### config.mk
export PLATFORM = sky130hd
export DESIGN_NAME = button_event_scheduler
export DESIGN_NICKNAME = d
export VERILOG_FILES = /design/src/rtl/btn_evt_pkg.sv /design/src/rtl/btn_sync_edge_lock.sv /design/src/rtl/button_event_scheduler.sv
export SDC_FILE = /design/constraint.sdc
export NUM_CORES = 1
export LEC_CHECK = 0
export CAP_MARGIN = 20
export CORE_UTILIZATION = 63
export DETAILED_ROUTE_END_ITERATION = 7
export HOLD_SLACK_MARGIN = 0.03
export PLACE_DENSITY = 0.94
export SETUP_SLACK_MARGIN = 0.4
export SLEW_MARGIN = 10
export SYNTH_ARGS = -nofsm -noshare
export SYNTH_HDL_FRONTEND = slang
export SYNTH_SLANG_ARGS = --single-unit
### constraint.sdc
create_clock -name clk -period 8.2 [get_ports clk]
set_input_delay 1.64 -clock clk [delete_from_list [all_inputs] [get_ports clk]]
set_output_delay 1.64 -clock clk [all_outputs]
set_load 0.05 [all_outputs]
### src/rtl/btn_evt_pkg.sv
// Shared defaults, widths and helpers for the pushbutton event scheduler.
package btn_evt_pkg;

  localparam int N_BTN_DEF      = 20;
  localparam int LOCKOUT_DEF    = 16;
  localparam int FIFO_DEPTH_DEF = 4;

  localparam int CODE_W = $clog2(N_BTN_DEF);
  typedef logic [CODE_W-1:0] evt_code_t;

  // Round-robin successor of a granted index, wrapping at n-1.
  function automatic int rr_next(input int grant, input int n);
    return (grant == n - 1) ? 0 : grant + 1;
  endfunction

endpackage

### src/rtl/btn_sync_edge_lock.sv
// One button lane: 2-FF synchronizer, rising-edge detector and bounce lockout.
module btn_sync_edge_lock
  import btn_evt_pkg::*;
#(
  parameter int LOCKOUT_CYC = LOCKOUT_DEF
) (
  input  logic clk,
  input  logic reset,
  input  logic btn_i,
  output logic accept_o
);

  localparam int LW = $clog2(LOCKOUT_CYC + 1);

  logic          r_s1;
  logic          r_s2;
  logic [LW-1:0] r_lock_cnt;
  logic          w_edge;

  assign w_edge   = r_s1 & ~r_s2;
  assign accept_o = w_edge && (r_lock_cnt == '0);

  always_ff @(posedge clk) begin
    if (reset) begin
      r_s1       <= 1'b0;
      r_s2       <= 1'b0;
      r_lock_cnt <= '0;
    end else begin
      r_s1 <= btn_i;
      r_s2 <= r_s1;
      // Edges seen while counting down are bounce and are discarded here.
      if (accept_o) begin
        r_lock_cnt <= LW'(LOCKOUT_CYC);
      end else if (r_lock_cnt != '0) begin
        r_lock_cnt <= r_lock_cnt - LW'(1);
      end
    end
  end

endmodule

### src/rtl/button_event_scheduler.sv
// Pushbutton front end: per-button debounce lanes, round-robin arbiter and a
// small show-ahead event FIFO drained over valid/ready.
module button_event_scheduler
  import btn_evt_pkg::*;
#(
  parameter int N_BTN       = N_BTN_DEF,
  parameter int LOCKOUT_CYC = LOCKOUT_DEF,
  parameter int FIFO_DEPTH  = FIFO_DEPTH_DEF
) (
  input  logic                       clk,
  input  logic                       reset,
  input  logic [N_BTN-1:0]           btn_i,
  output logic [$clog2(N_BTN)-1:0]   evt_code,
  output logic                       evt_valid,
  input  logic                       evt_ready,
  output logic [N_BTN-1:0]           pending,
  output logic                       overflow
);

  localparam int EW = $clog2(N_BTN);
  localparam int AW = $clog2(FIFO_DEPTH);
  localparam int CW = AW + 1;

  logic [N_BTN-1:0] w_accept;
  logic [N_BTN-1:0] w_grant_oh;
  logic [N_BTN-1:0] w_pending_next;
  logic             w_drop;
  logic             w_grant_valid;
  logic [EW-1:0]    w_grant_idx;
  logic             w_push;
  logic             w_pop;

  logic [N_BTN-1:0] r_pending;
  logic [EW-1:0]    r_rr_ptr;
  logic             r_overflow;
  logic [EW-1:0]    r_mem [FIFO_DEPTH];
  logic [AW-1:0]    r_wr_ptr;
  logic [AW-1:0]    r_rd_ptr;
  logic [CW-1:0]    r_count;

  genvar gi;
  generate
    for (gi = 0; gi < N_BTN; gi++) begin : g_lane
      btn_sync_edge_lock #(
        .LOCKOUT_CYC (LOCKOUT_CYC)
      ) u_lane (
        .clk      (clk),
        .reset    (reset),
        .btn_i    (btn_i[gi]),
        .accept_o (w_accept[gi])
      );
      assign w_grant_oh[gi] = w_grant_valid && (w_grant_idx == EW'(gi));
    end
  endgenerate

  // Walk from the farthest offset down so the nearest set bit at/after rr_ptr wins.
  always_comb begin
    int j;
    w_grant_valid = 1'b0;
    w_grant_idx   = '0;
    j             = 0;
    if (r_count < CW'(FIFO_DEPTH)) begin
      for (int k = N_BTN - 1; k >= 0; k--) begin
        j = int'(r_rr_ptr) + k;
        if (j >= N_BTN) begin
          j = j - N_BTN;
        end
        if (r_pending[j]) begin
          w_grant_valid = 1'b1;
          w_grant_idx   = EW'(j);
        end
      end
    end
  end

  // A fresh accept outranks the clear from a same-cycle grant.
  assign w_pending_next = (r_pending & ~w_grant_oh) | w_accept;
  assign w_drop         = |(w_accept & r_pending & ~w_grant_oh);

  assign w_push = w_grant_valid;
  assign w_pop  = (r_count != '0) && evt_ready;

  always_ff @(posedge clk) begin
    if (reset) begin
      r_pending  <= '0;
      r_rr_ptr   <= '0;
      r_overflow <= 1'b0;
    end else begin
      r_pending <= w_pending_next;
      if (w_drop) begin
        r_overflow <= 1'b1;
      end
      if (w_grant_valid) begin
        r_rr_ptr <= EW'(rr_next(int'(w_grant_idx), N_BTN));
      end
    end
  end

  always_ff @(posedge clk) begin
    if (w_push) begin
      r_mem[r_wr_ptr] <= w_grant_idx;
    end
  end

  always_ff @(posedge clk) begin
    if (reset) begin
      r_wr_ptr <= '0;
      r_rd_ptr <= '0;
      r_count  <= '0;
    end else begin
      if (w_push) begin
        r_wr_ptr <= r_wr_ptr + AW'(1);
      end
      if (w_pop) begin
        r_rd_ptr <= r_rd_ptr + AW'(1);
      end
      case ({w_push, w_pop})
        2'b10:   r_count <= r_count + CW'(1);
        2'b01:   r_count <= r_count - CW'(1);
        default: r_count <= r_count;
      endcase
    end
  end

  // Head is masked while empty so stale storage never leaks out.
  assign evt_valid = (r_count != '0);
  assign evt_code  = evt_valid ? r_mem[r_rd_ptr] : '0;
  assign pending   = r_pending;
  assign overflow  = r_overflow;

endmodule

==> results.txt <==
# rows: 56
Achievable Freq: 138 MHz
Final hold vios: 0
Full die area: 0.0247 mm²
MaxCap Viol Count: 0
Cells after Synth: 1830
EDFF count, synth: 20
CP peak stage delay: 0.52 ns
Routed Antenna Nets: 0
Yosys cell types: 122
Launch point of the worst path: r_rr_ptr[2]
RR Endpoint: overflow
Hold_buf cts: 0
Via count: 15100
Pre-CTS WS: 0.970 ns
Core ar.: 0.0235 mm²
Pin count of the biggest net entering global routing: 109
Num CTS Buffers: 17
Hold Crit Class: reg -> reg
DR vias/cell: 6.92
WP depth: 28
Slack of the critical path: 0.943 ns
Drt pass-1 iters: 6
Worst-path maximum fanout: 27
Tcrit/Tclk final: 0.885
Max-slew headroom: 0.242
Synth Net Count: 1936
Final Setup Violations: 0
Critical path launch point type: flop
Arr. time, crit path: 7.52 ns
Seq/Total Area, Yosys: 0.270
Initial antenna violation count: 1
Least-Margin Pin Slew: 1.14 ns
Prevailing post-synth register cell: dfxtp_1
Non-Filler Instances: 2187
Layout cell share with drive strength beyond 1: 0.114
Utilization after layout: 0.703
Final-report max-slew violation count: 0
GP Congestion: 1.15
Warnings from Yosys: 0
Worst-path clk slew: 0.08 ns
Fraction of registers with async set/reset: 0
DIE HEIGHT: 157 µm
Min cycle time layout: 7.26 ns
Clock Path Buffers: 2
Final wirelength: 50600 µm
H-tree lvl count: 4
Delay-heaviest family, CP: simple AND/OR/NAND/NOR gates
#FFs+latches synth: 195
IO Port Bufs: 49
CTS tree: yes
DR WL/cell: 23.1 µm
FF-to-FF Start: r_rr_ptr[2]
IO Count: 50
Vias in the first global route: 14500
Setup TNS: 0 ns
Buf/Inv on CP: 4
HPWL Detailed: 36100 µm
Critical Path End Type: flop
Worst EP required: 8.47 ns
First-pass GRT wire length: 78500 µm
Worst-Skew Late Latency: 0.45 ns
Crit path kind: reg -> reg
Slowest cell on crit path: a2111oi_1
Chip Width: 157 µm
Post-Syn Area: 0.0152 mm²
Reg2reg path depth: 28
# nets final: 1960
Placed Instances: 2150
GRT Resource Usage Total: 0.412
Avg Inst Size Synth: 8.29 µm²
Area Growth Syn to Fin: 9.08%
R2R Setup Slk: 0.94 ns
DR DRC count: 0
Crit path to: overflow
Initial Util: 0.645
Root buf cell: clkbuf_16
CTS Sinks: 195
CP dominant cell by count: ha_1
GRT overflow: 0
Layout Skew: 0.0140 ns
Outcome: completed
Initial DRC count: 1718
RSZ-0062 raised after global routing: no
## stage by stage
stage	hold WS (ns)	area [µm²]
floorplan	0.429	15200
global placement	0.443	15900
detailed placement	0.460	15900
CTS	0.467	16500
global route	0.473	16600
finish	0.465	16600
## cell usage in the layout (no fill, tap or decap), types with 9 or more instances in the layout
cell type	n
a21oi_1	141
a31o_2	9
o211ai_1	17
or3_1	18
dfxtp_1	173
o31ai_1	16
mux2_2	12
a21oi_2	10
nand2_1	128
buf_4	39
and3b_1	13
nor3_1	137
nor4b_1	19
nand3_1	39
a21o_1	16
mux2i_1	33
nand2b_1	25
and3_1	12
nor2b_1	56
o22ai_1	16
nand3b_1	13
clkbuf_16	17
a211oi_1	27
o21ai_0	58
and2_1	25
nand4_1	11
nor2_1	165
o21a_1	14
mux4_2	25
inv_1	80
clkdlybuf4s50_1	48
xnor2_1	80
edfxtp_1	20
a31oi_1	24
ha_1	81
nor4_1	11
## worst min path at each step
stage | start | end | slack, ns | depth (start not counted)
2_1_floorplan | g_lane[0].u_lane.r_s1 | g_lane[0].u_lane.r_s2 | 0.43 | 1
6_report | g_lane[2].u_lane.r_s1 | g_lane[2].u_lane.r_s2 | 0.46 | 1
3_3_place_gp | g_lane[9].u_lane.r_s1 | g_lane[9].u_lane.r_s2 | 0.44 | 1
5_1_grt | g_lane[2].u_lane.r_s1 | g_lane[2].u_lane.r_s2 | 0.47 | 1
4_1_cts | g_lane[2].u_lane.r_s1 | g_lane[2].u_lane.r_s2 | 0.47 | 1
3_5_place_dp | g_lane[16].u_lane.r_s1 | g_lane[16].u_lane.r_s2 | 0.46 | 1
## flip-flops by register name, summed over array words and instances, names as in the netlist, named ones only
register / cells
r_count: 3
pending: 20
overflow: 1
r_mem: 20
g_lane.u_lane.r_s2: 20
r_rr_ptr: 5
r_wr_ptr: 2
g_lane.u_lane.r_lock_cnt: 100
g_lane.u_lane.r_s1: 20
r_rd_ptr: 2
## kinds of logic (layout without fill, tap and decap cells)
logic type	count (synthesis)	in the layout	synth area share
flip-flops	195	195	0.270
XOR/XNOR	90	90	0.0547
multiplexers	72	72	0.0694
AND/OR/NAND/NOR	724	724	0.252
adder cells (fa/ha/maj)	83	83	0.0689
AO/OA/AOI/OAI	494	494	0.231
buffers and inverters	172	209	0.0534
other	0	1	0
## what timing repair did
action | in CTS | in global routing
gates resized for setup | 0 | 4
hold endpoints to repair | 0 | 0
endpoints found under the setup margin | 0 | 1
buffers inserted | 0 | 0
## area by class of cell
| type | count | area (µm²) |
|---|---|---|
| Multi-Input combinational cell | 1463 | 10300 |
| Fill cell | 1750 | 6990 |
| Sequential cell | 195 | 4110 |
| Timing Repair Buffer | 91 | 793 |
| Clock buffer | 17 | 425 |
| Tap cell | 319 | 399 |
| Inverter | 86 | 325 |
| Clock inverter | 15 | 223 |
| Antenna cell | 1 | 2.50 |
## cell usage after synthesis, types with 27 or more instances
library cell	number	area share
dfxtp_1	175	0.23
nor2_1	166	0.041
a21oi_1	141	0.046
nor3_1	137	0.045
nand2_1	128	0.032
ha_1	82	0.068
inv_1	80	0.020
xnor2_1	80	0.046
o21ai_0	58	0.019
nor2b_1	56	0.023
nand3_1	39	0.013
clkbuf_1	35	0.0087
mux2i_1	33	0.022
a211oi_1	27	0.013
## layer usage
| metal | routed length (µm) | global-route usage | vias up |
|---|---|---|---|
| met2 | 23300 | 0.687 | 953 |
| met1 | 19200 | 0.494 | 7107 |
| li1 | - | - | 6817 |
| met5 | 0 | 0 | - |
| met3 | 4490 | 0.0658 | 253 |
| met4 | 3560 | 0.263 | 0 |
Power is not shown: default switching activity piles up to over one toggle a cycle in this logic, so the estimate is an artifact.
